`src/rtl/servo_sequencer.sv`:
```
// servo_sequencer: debounced push-button front end and frame-locked 0/90 degree
// sweep sequencer that feeds the servo PWM generator (enable + angle select).
module servo_sequencer #(
    parameter int FRAME_CLKS    = 1000000,
    parameter int DEBOUNCE_CLKS = 500000,
    parameter int HOLD_FRAMES   = 50,
    parameter int CYCLES        = 3
) (
    input  logic       mclk,
    input  logic       reset,
    input  logic       btn_raw,
    input  logic       abort,
    output logic       main_program,
    output logic       control_input,
    output logic       busy,
    output logic       done,
    output logic [7:0] cycles_done
);

    localparam int DB_W = (DEBOUNCE_CLKS > 1) ? $clog2(DEBOUNCE_CLKS) : 1;

    localparam logic [DB_W-1:0] DB_LAST   = DB_W'(DEBOUNCE_CLKS - 1);
    localparam logic [19:0]     FR_LAST   = 20'(FRAME_CLKS - 1);
    localparam logic [7:0]      HOLD_LAST = 8'(HOLD_FRAMES - 1);
    localparam logic [7:0]      CYC_LAST  = 8'(CYCLES - 1);

    typedef enum logic [2:0] {
        S_IDLE,
        S_ARM,
        S_POS90,
        S_POS0,
        S_DONE
    } state_t;

    state_t          state;
    logic            btn_sync1;
    logic            btn_s;
    logic            btn_db;
    logic            btn_db_q;
    logic [DB_W-1:0] db_cnt;
    logic [19:0]     fr_cnt;
    logic [7:0]      hold_cnt;
    logic            start;
    logic            frame_tick;
    logic            hold_done;

    // Two-flop synchroniser for the asynchronous button
    always_ff @(posedge mclk) begin
        if (reset) begin
            btn_sync1 <= 1'b0;
            btn_s     <= 1'b0;
        end else begin
            btn_sync1 <= btn_raw;
            btn_s     <= btn_sync1;
        end
    end

    // Accept a new button level only after it has differed for DEBOUNCE_CLKS clocks
    always_ff @(posedge mclk) begin
        if (reset) begin
            db_cnt   <= '0;
            btn_db   <= 1'b0;
            btn_db_q <= 1'b0;
        end else begin
            btn_db_q <= btn_db;
            if (btn_s == btn_db) begin
                db_cnt <= '0;
            end else if (db_cnt == DB_LAST) begin
                btn_db <= btn_s;
                db_cnt <= '0;
            end else begin
                db_cnt <= db_cnt + DB_W'(1);
            end
        end
    end

    // Only a press (rising debounced edge) starts a run; a held button never re-fires
    assign start      = btn_db & ~btn_db_q;
    assign frame_tick = (fr_cnt == FR_LAST);
    assign hold_done  = frame_tick && (hold_cnt == HOLD_LAST);

    // Sequencer: frame/hold timers and state advance, all outputs registered with the state
    always_ff @(posedge mclk) begin
        if (reset) begin
            state         <= S_IDLE;
            main_program  <= 1'b0;
            control_input <= 1'b0;
            busy          <= 1'b0;
            done          <= 1'b0;
            cycles_done   <= '0;
            fr_cnt        <= '0;
            hold_cnt      <= '0;
        end else begin
            done <= 1'b0;

            // Timers sit at 0 while the PWM stage is disabled so the first frame
            // of a run lines up with the PWM counter leaving 0.
            if (state == S_IDLE || state == S_DONE) begin
                fr_cnt   <= '0;
                hold_cnt <= '0;
            end else begin
                fr_cnt <= frame_tick ? '0 : fr_cnt + 20'd1;
                if (frame_tick)
                    hold_cnt <= hold_done ? '0 : hold_cnt + 8'd1;
            end

            unique case (state)
                S_IDLE: begin
                    if (start && !abort) begin
                        state         <= S_ARM;
                        main_program  <= 1'b1;
                        control_input <= 1'b0;
                        busy          <= 1'b1;
                        cycles_done   <= '0;
                    end
                end
                S_ARM, S_POS90, S_POS0: begin
                    if (abort) begin
                        // Abort leaves cycles_done as a record of how far the run got
                        state         <= S_IDLE;
                        main_program  <= 1'b0;
                        control_input <= 1'b0;
                        busy          <= 1'b0;
                        fr_cnt        <= '0;
                        hold_cnt      <= '0;
                    end else if (hold_done) begin
                        // hold_done only fires on a frame wrap, so the angle never
                        // changes mid-pulse
                        if (state == S_ARM) begin
                            state         <= S_POS90;
                            control_input <= 1'b1;
                        end else if (state == S_POS90) begin
                            state         <= S_POS0;
                            control_input <= 1'b0;
                        end else begin
                            if (cycles_done != 8'hFF)
                                cycles_done <= cycles_done + 8'd1;
                            if (cycles_done == CYC_LAST) begin
                                state         <= S_DONE;
                                main_program  <= 1'b0;
                                control_input <= 1'b0;
                                done          <= 1'b1;
                            end else begin
                                state         <= S_POS90;
                                control_input <= 1'b1;
                            end
                        end
                    end
                end
                S_DONE: begin
                    state <= S_IDLE;
                    busy  <= 1'b0;
                end
                default: begin
                    state <= S_IDLE;
                end
            endcase
        end
    end

endmodule

```
`config.mk`:
```
export PLATFORM = sky130hd
export DESIGN_NAME = servo_sequencer
export DESIGN_NICKNAME = d
export VERILOG_FILES = /design/src/rtl/servo_sequencer.sv
export SDC_FILE = /design/constraint.sdc
export NUM_CORES = 1
export LEC_CHECK = 0
export ABC_AREA = 1
export CORE_ASPECT_RATIO = 0.5
export CORE_UTILIZATION = 35
export DETAILED_ROUTE_END_ITERATION = 8
export DONT_BUFFER_PORTS = 1
export GPL_ROUTABILITY_DRIVEN = 0
export PLACE_DENSITY = 0.6
export REMOVE_ABC_BUFFERS = 1
export SKIP_LAST_GASP = 1
export SLEW_MARGIN = 20
export SYNTH_ARGS = -nofsm -noshare
export SYNTH_HDL_FRONTEND = slang
export SYNTH_SLANG_ARGS = --single-unit
```
`constraint.sdc`:
```
create_clock -name mclk -period 1.5 [get_ports mclk]
set_input_delay 0.3 -clock mclk [delete_from_list [all_inputs] [get_ports mclk]]
set_output_delay 0.3 -clock mclk [all_outputs]
set_load 0.01 [all_outputs]
```
; ---- Word level (Yosys, flattened, before mapping)
; Index checks and enable logic that the tools add are counted.
[op_classes]
n_addsub = 4
n_eq_ne = 21
mux = 40
bitwise = 5
n_reduce_logical = 16
[op_table]
columns = cell, n
row1 = two-way mux 8 bit, 11
row2 = two-way mux 20 bit, 4
row3 = adder 20 x 1 -> 20 bit (second input constant), 1
row4 = == test 20 bit (second input constant), 1
row5 = adder 19 x 1 -> 19 bit (second input constant), 1
row6 = == test 19 bit (second input constant), 1
row7 = two-way mux 3 bit, 6
row8 = adder 8 x 1 -> 8 bit (second input constant), 2
row9 = case mux 8 bit (2 select lines), 1
row10 = two-way mux 1 bit, 14
row11 = != test 2 bit (second input constant), 6
row12 = != test 3 bit (second input constant), 4
row13 = == test 8 x 2 -> 1 bit (second input constant), 1
row14 = == test 8 x 6 -> 1 bit (second input constant), 1
row15 = != test 8 bit (second input constant), 1
row16 = AND reduction 7 bit, 1
row17 = == test 3 x 2 -> 1 bit (second input constant), 2
row18 = case mux 3 bit (2 select lines), 1
row19 = AND reduction 3 bit, 2
row20 = AND reduction 6 bit, 1
row21 = OR reduction 3 bit, 2
row22 = OR reduction 6 bit, 1
row23 = inverter 1 bit, 4
row24 = case mux 1 bit (2 select lines), 2
row25 = other kinds (13), 15
[word_totals]
register_bits = 66
out_inout_bits = 12

; ---- Longest topological paths before layout
; Gate-level depths: netlist of run 1.
[logic_depth]
ltp_word = 7
depth_mapped = 11
mapped_depth_nobuf = 11

; ---- Worst setup path after synthesis of run 1
; No wires, ideal clock.
[synth_path]
kind = register -> register
startpoint = register fr_cnt[0]
endpoint = register cycles_done[2]
setup_time_ps = 132
t_arrival_ps = 1394
required_time_ps = 1368
path_slack_ps = -26
path_stages_with_launch = 9
n_path_buf = 0
path_cell_list = dfxtp_1 -> ha_1 -> inv_1 -> nor3_4 -> nand3_4 -> nor2_2 -> nand2_2 -> nand3_1 -> a21oi_1
[synth_via]
elab_chain_len = 4
[synth_rtl]
columns = item, line_no
row1 = "start, declared", 41  ; logic [19:0] fr_cnt;
row2 = "start signal, assigned", 102  ; fr_cnt <= frame_tick ? '0 : fr_cnt + 20'd1;
row3 = == test 20 bit, 79  ; assign frame_tick = (fr_cnt == FR_LAST);
row4 = logical AND 1 bit, 80  ; assign hold_done = frame_tick && (hold_cnt == HOLD_LAST);
row5 = != test 2 bit (no source line), n/a
row6 = AND reduction 7 bit (no source line), n/a
row7 = "end signal, assigned", 137  ; cycles_done <= cycles_done + 8'd1;
row8 = "end, declared", 17  ; output logic [7:0] cycles_done
; Every way passes these cells.
; A chain may end at the register's enable or synchronous reset.

; ---- Final worst setup path of run 1
[layout_path]
startpoint = register fr_cnt[1]
endpoint = register fr_cnt[18]
[layout_via]
elab_chain_len = 5
[layout_rtl]
columns = item, line_no
row1 = adder 20 x 1 -> 20 bit / == test 20 bit (equally long branches), "102, 79"
row2 = two-way mux 20 bit (*), 102
row3 = two-way mux 20 bit (*), 98  ; if (state == S_IDLE || state == S_DONE) begin
row4 = two-way mux 20 bit, 118  ; if (abort) begin
row5 = two-way mux 20 bit (*), 107  ; unique case (state)
; Mark *: on every way between the ends. The rest lies on a longest branch, timed or not.

==> summary.md, run 1 <==
| Metric | Value |
|---|---|
| Mapped cell area | ~3600 µm² |
| Tmin final | 1.48 ns |
| Relative slew slack | 0.816 |
| IO Pins | 16 |
| CTS root buf | clkbuf_16 |
| P&R area growth vs syn | 32.0% |
| Layout cells sized above 1 | 0.261 |
| Hold_buf cts | 0 |
| Peak VDD IR | roughly 0.54 mV |
| GRT Util Overall | 0.173 |
| Comb pwr share | 0.238 |
| Max_cap viols | 0 |
| Hold Crit Class | in -> reg |
| Num CTS Buffers | 9 |
| Final setup fails | 0 |
| Final Net Count | 623 |
| Die width | ~150 µm |
| Synthesis-stage register bit count | 66 |
| Crit. End Element | flop |
| Largest net degree at the start of global routing | 18 |
| Synth area leaders | dfxtp_1 (37%), nand2_1 (12%), nor2_1 (9.5%) |
| Critical Path Slowest Stage Cell | dfxtp_2 |
| Clock slew at reported path FFs | approximately 0.060 ns |
| Endpoints failing hold | 0 |
| Antenna violations before repair | 0 |
| Post-DP HPWL | ~6000 µm |
| RSZ-0062 raised after global routing | yes |
| Post-synth top area share | 0.368 |
| Final setup TNS | 0 ns |
| CP Class | reg -> reg |
| R2R Path End | fr_cnt[18] |
| CP Max Fanout | 4 |
| Leak | around 0.0019 µW |
| Clock Skews | roughly 0.0063 ns |
| CP required | 1.74 ns |
| Gate Count Post-Synth | 546 |
| FMAX | just under 700 MHz |
| Vias in the first global route | 3220 |
| Clock network fraction of design power | 0.404 |
| Status | completed |
| Initial DRT Pass Iterations | 5 |
| DRC violations left | 0 |
| Die Ht | 73.6 µm |
| Filler cell count | between 900 and 1000 |
| Largest buffer count on any clock path | 2 |
| Iteration-0 DRC count of the detailed router | about 200 |
| Critical Path Source Type | flop |
| Hold path cells | 1 |
| H-tree Lvls | 3 |
| Critical path cell sequence | ha_4, nand3_2, nor2_4, nand4_1, nor2_2, nand3_1, o21ai_1, nor2_1 |
| Pwr per Cell Area | between 1000 and 1500 nW/µm² |
| Cell Int Power | ~3600 µW |
| Initial Util | 0.370 |
| Switching Share | 0.322 |
| DR vias/cell | 4.66 |
| Sequential share of power | 0.358 |
| CTS tree | done |
| ANT cells | 0 |
| Post-synthesis sequential area ratio | 0.368 |
| Port buffer count | 0 |
| Worst Tran Pin Value | approximately 0.27 ns |
| Final Max Slew Viols | 0 |
| Clock sinks | 66 |
| Worst Path Arrival | 1.71 ns |
| Core area | 9700 µm² |
| Routed Antenna Nets | 0 |
| WL final | between 8000 and 9000 µm |
| Global-route wire length before repair | between 10000 and 15000 µm |
| Clk Latency, worst-skew pair | 0.34 ns |
| Full die area | 10700 µm² |
| Netlist cell types | 38 |
| GR Overflow Total | 0 |
| Avg Cell Area, Syn | 6.57 µm² |
| Critical R2R Launch | fr_cnt[1] |
| Worst Hold Launch | reset |
| Number of cells on the worst reg-to-reg path | 8 |
| Final Cycle Share | 0.984 |
| Drt wl/cell | between 10 and 15 µm |
| DR vias | between 3000 and 4000 |
| Min Hold Slack | between 0.02 and 0.025 ns |
| Synth area leader | dfxtp_1 |
| Row cnt | 25 |
| Worst Hold Endpoint | cycles_done[3] |
| Psw | 1710 µW |
| R2R Setup Slk | roughly 0.024 ns |
| Max stage delay on crit path | between 0.3 and 0.4 ns |
| Synth warnings | 0 |
[power by group through the flow]
stage	Clock (µW)	Sequential, µW	Combinational, µW
after floorplan	0	1920	693
after global placement	0	1920	1110
after detailed placement	0	1920	1110
after CTS	2210	1890	1120
after global routing	2280	1910	1420
final	2150	1910	1270
[cell type report]
class | count | area, µm² | area share
Tap cell | 135 | 169 | 0.0357
Inverter | 85 | 319 | 0.0674
Clock buffer | 10 | 239 | 0.0504
Multi-Input combinational cell | 388 | 2120 | 0.447
Timing Repair Buffer | 63 | 489 | 0.103
Clock inverter | 6 | 65.1 | 0.0137
Sequential cell | 66 | 1340 | 0.283
[worst max-delay path by stage]
stage,startpoint,endpoint
after detailed placement,fr_cnt[0],fr_cnt[18]
after global placement,fr_cnt[0],fr_cnt[18]
after CTS,db_cnt[0],db_cnt[16]
after floorplan,fr_cnt[0],fr_cnt[11]
final,fr_cnt[1],fr_cnt[18]
after global routing,fr_cnt[1],hold_cnt[4]
[cells by family (layout without fill, tap and decap cells)]
| logic type | count (synthesis) | count (layout) | synth area share |
|---|---|---|---|
| AO/OA/AOI/OAI | 51 | 51 | 0.0767 |
| adder cells (fa/ha/maj) | 6 | 6 | 0.0209 |
| buffers and inverters | 92 | 164 | 0.0997 |
| multiplexers | 1 | 1 | 0.00279 |
| AND/OR/NAND/NOR | 318 | 318 | 0.403 |
| flip-flops | 66 | 66 | 0.368 |
| XOR/XNOR | 12 | 12 | 0.0293 |
[cell usage in the layout, fill, tap and decap left out, types with 5 or more instances in the layout]
cell       synthesis  final
nor3_1            20     18
nor2_1            91     78
buf_4              0     61
nand3_2            2      5
nand2_4            1      5
clkbuf_16          0      9
a21oi_2            1      5
dfxtp_2            0     14
a21oi_1           32     28
nand4_1           17     17
nor2_4             2     11
nand3_1           42     37
xor2_1             9      9
nand2_2            8      8
nand2_1          116    112
dfxtp_1           66     52
o21ai_0           10      8
nor2_2             7     11
inv_1             81     75
inv_2              4     10
[through the flow]
stage	utilization	power (µW)	cells	setup WS, ns	instance area, µm²
2_1_floorplan	-	2610	539	-0.199	3550
3_3_place_gp	0.429	3030	731	-0.105	4160
3_5_place_dp	0.429	3030	731	-0.111	4160
4_1_cts	0.468	5220	749	-0.0124	4540
5_1_grt	0.489	5610	753	-0.0961	4740
6_report	0.489	5320	753	0.0242	4740
[critical path: cells and delay by family, from the launching register on]
family | cells | cell delay, ns
compound gates | 1 | 0.15
fa+ha+maj | 1 | 0.15
flops | 1 | 0.35
simple gates | 6 | 0.74
[what timing repair did]
item,CTS,global route
gates resized for setup,18,54
pin swaps,7,17
endpoints found under the setup margin,27,60
buffers inserted,2,4
[state kept, by name (all words and copies together), names as in the netlist]
signal and cells:
control_input 1, cycles_done 8, btn_s 1, main_program 1, hold_cnt 8, btn_db 1, btn_db_q 1, btn_sync1 1
done 1, fr_cnt 20, busy 1, db_cnt 19, state 3
[routing by layer]
metal	GRT usage	up-vias	part of all wire
met5	0	-	0
met4	0.0561	0	0.013
met3	0.0540	13	0.047
met2	0.282	64	0.43
met1	0.221	1559	0.51
li1	-	1874	-
[cell usage after synthesis, drive strengths merged]
cell     number
nand2       125
nor2        100
inv          85
dfxtp        66
nand3        45
a21oi        33
nor3         22
nand4        17
o21ai        11
xor2          9
ha            6
buf           5
and3          3
or2           3
xnor2         3
a211oi        2
a31oi         2
clkbuf        2
and2          1
mux2i         1
nand3b        1
nor4          1
o2111ai       1
o21a          1
o21bai        1
(Power assumes the default switching activity.)
==> inputs of run 2 (changes only) <==
CAP_MARGIN = 40   (was unset)
CELL_PAD_IN_SITES_DETAIL_PLACEMENT = 0   (was unset)
CELL_PAD_IN_SITES_GLOBAL_PLACEMENT = 1   (was unset)
CORE_ASPECT_RATIO = 0.7   (was 0.5)
PLACE_DENSITY = 0.75   (was 0.6)
==> run 2 against run 1 <==
Cell area is 0.95% higher. Largest power group unchanged. Final cell count shrank 1.5%. Global-route usage up 0.90 points. Maximum frequency is 8.0% lower. The run now ends with setup timing left. Critical endpoint is now cycles_done[5]. Wire length increased by 5.3%.
==> summary.md, run 2 (same netlist as run 1, synthesis figures left out) <==
| Metric | Value |
|---|---|
| Status | finished, violations left |
| Failing checks | setup timing |
| Psw | between 1500 and 2000 µW |
| Crit. End Element | flop |
| WL final | 9040 µm |
| Clock slew at reported path FFs | ~0.050 ns |
| P&R area growth vs syn | 33.2% |
| Hold_buf cts | 0 |
| ANT cells | 0 |
| Most common cell after layout, fill and taps aside | nand2_1 |
| Final Max Slew Viols | 0 |
| Core area | 9830 µm² |
| Peak VDD IR | roughly 0.53 mV |
| GR Overflow Total | 0 |
| Final Net Count | 619 |
| Placement Setup Slack | -0.184 ns |
| Leak | ~0.0019 µW |
| Sequential share of power | 0.358 |
| Worst Path Arrival | around 1.9 ns |
| Worst Tran Pin Value | about 0.35 ns |
| DR vias/cell | ~4.8 |
| Routed Antenna Nets | 0 |
| Switching Share | 0.303 |
| Post-DP HPWL | 6540 µm |
| Power Total | between 5000 and 6000 µW |
| Endpoints failing hold | 0 |
| Largest net degree at the start of global routing | 18 |
| Clk Latency, worst-skew pair | approximately 0.33 ns |
| H-tree Lvls | 3 |
| Util after Layout | 0.486 |
| Final Cycle Share | 1.07 |
| CP required | approximately 1.8 ns |
| FMAX | approximately 620 MHz |
| DRC violations left | 0 |
| CP Class | reg -> reg |
| CTS root buf | clkbuf_16 |
| R2R Setup Slk | -0.10 ns |
| Full die area | 10700 µm² |
| Final setup margin | -0.103 ns |
| Filler cell count | ~990 |
| DR vias | roughly 3600 |
| Most frequent cells in the layout | nand2_1 (111), nor2_1 (81), inv_1 (72) |
| Comb pwr share | 0.226 |
| Hold path cells | 1 |
| Clock network fraction of design power | 0.416 |
| Vias in the first global route | approximately 3200 |
| IO Pins | 16 |
| Cell Int Power | between 3000 and 4000 µW |
| Iteration-0 DRC count of the detailed router | roughly 200 |
| RSZ-0062 raised after global routing | yes |
| Global-route wire length before repair | between 10000 and 15000 µm |
| Largest buffer count on any clock path | 2 |
| Initial Util | 0.365 |
| Antenna violations before repair | 0 |
| Num CTS Buffers | 9 |
| Final setup fails | 15 |
| Die Ht | between 80 and 90 µm |
| Row cnt | 30 |
| Largest register by flop count | fr_cnt |
| Clock Skews | 0.00955 ns |
| Drt wl/cell | between 10 and 15 µm |
| Hold Crit Class | in -> reg |
| Final setup TNS | -0.804 ns |
| Clock sinks | 66 |
| Die width | between 100 and 150 µm |
| CP Max Fanout | 8 |
| GRT Util Overall | 0.182 |
| Critical Path Source Type | flop |
| Port buffer count | 0 |
| CTS tree | done |
| Layout cells sized above 1 | 0.270 |
| Min Hold Slack | about 0.029 ns |
| Max reg flops | 20 |
| Number of cells on the worst reg-to-reg path | 8 |
| Pwr per Cell Area | 1110 nW/µm² |
| Relative slew slack | 0.768 |
| Registers with the most flip-flops | fr_cnt x20, db_cnt x19 |
| Max_cap viols | 0 |
| Initial DRT Pass Iterations | 5 |
| Tmin final | 1.60 ns |
==> run 2: changes by cell type in the layout (fill, tap and decap cells not counted), moves of 4 or more <==
cell     change
a21oi_1      -4
a21oi_2      +4
buf_4        -8
nand3_1      -4
==> run 2: cell type report <==
class / instances / area (µm²) / share of cell area
Multi-Input combinational cell: 388 / 2160 / 0.451
Sequential cell: 66 / 1340 / 0.280
Timing Repair Buffer: 59 / 488 / 0.102
Inverter: 85 / 322 / 0.0672
Clock buffer: 15 / 288 / 0.0602
Tap cell: 128 / 160 / 0.0335
Clock inverter: 1 / 30.0 / 0.00628
==> run 2: critical path: stages (launching register included) <==
cell and delay [ns]:
dfxtp_2 0.35, ha_4 0.15, inv_2 0.04, nor3_4 0.29, buf_4 0.16, nand4_1 0.14, nand2_4 0.17, nand3_2 0.09
a21oi_2 0.13
==> run 2: what timing repair did <==
action,in CTS,in global routing
cloned,0,1
resized for setup,19,65
hold endpoints to repair,0,0
setup endpoints to repair,40,58
pin swaps,4,18
setup buffers,4,5
==> run 2: per-stage QoR <==
step / std cells / cell area [µm²]
6_report: 742 / 4780
5_1_grt: 742 / 4780
4_1_cts: 736 / 4500
3_5_place_dp: 716 / 4090
3_3_place_gp: 716 / 4090
2_1_floorplan: 539 / 3550
==> run 2: routing by layer <==
layer  vias up  GRT usage  part of all wire
met4         0     0.0559             0.012
met3        11     0.0533             0.042
met1      1624      0.258              0.52
li1       1866          -                 -
met5         -          0                 0
met2        56      0.263              0.43
==> run 2: final timing paths <==
kind / from / end
setup / recovery: fr_cnt[1] / cycles_done[5]
hold / removal: reset / cycles_done[0]
setup reg to reg: fr_cnt[1] / cycles_done[5]
hold reg to reg: btn_sync1 / btn_s
==> run 2: power groups by stage <==
stage,combinational [µW],sequential [µW],clock (µW)
6_report,1200,1900,2210
5_1_grt,1340,1910,2350
4_1_cts,1130,1900,2260
3_5_place_dp,1060,1930,0
3_3_place_gp,1050,1930,0
2_1_floorplan,693,1920,0
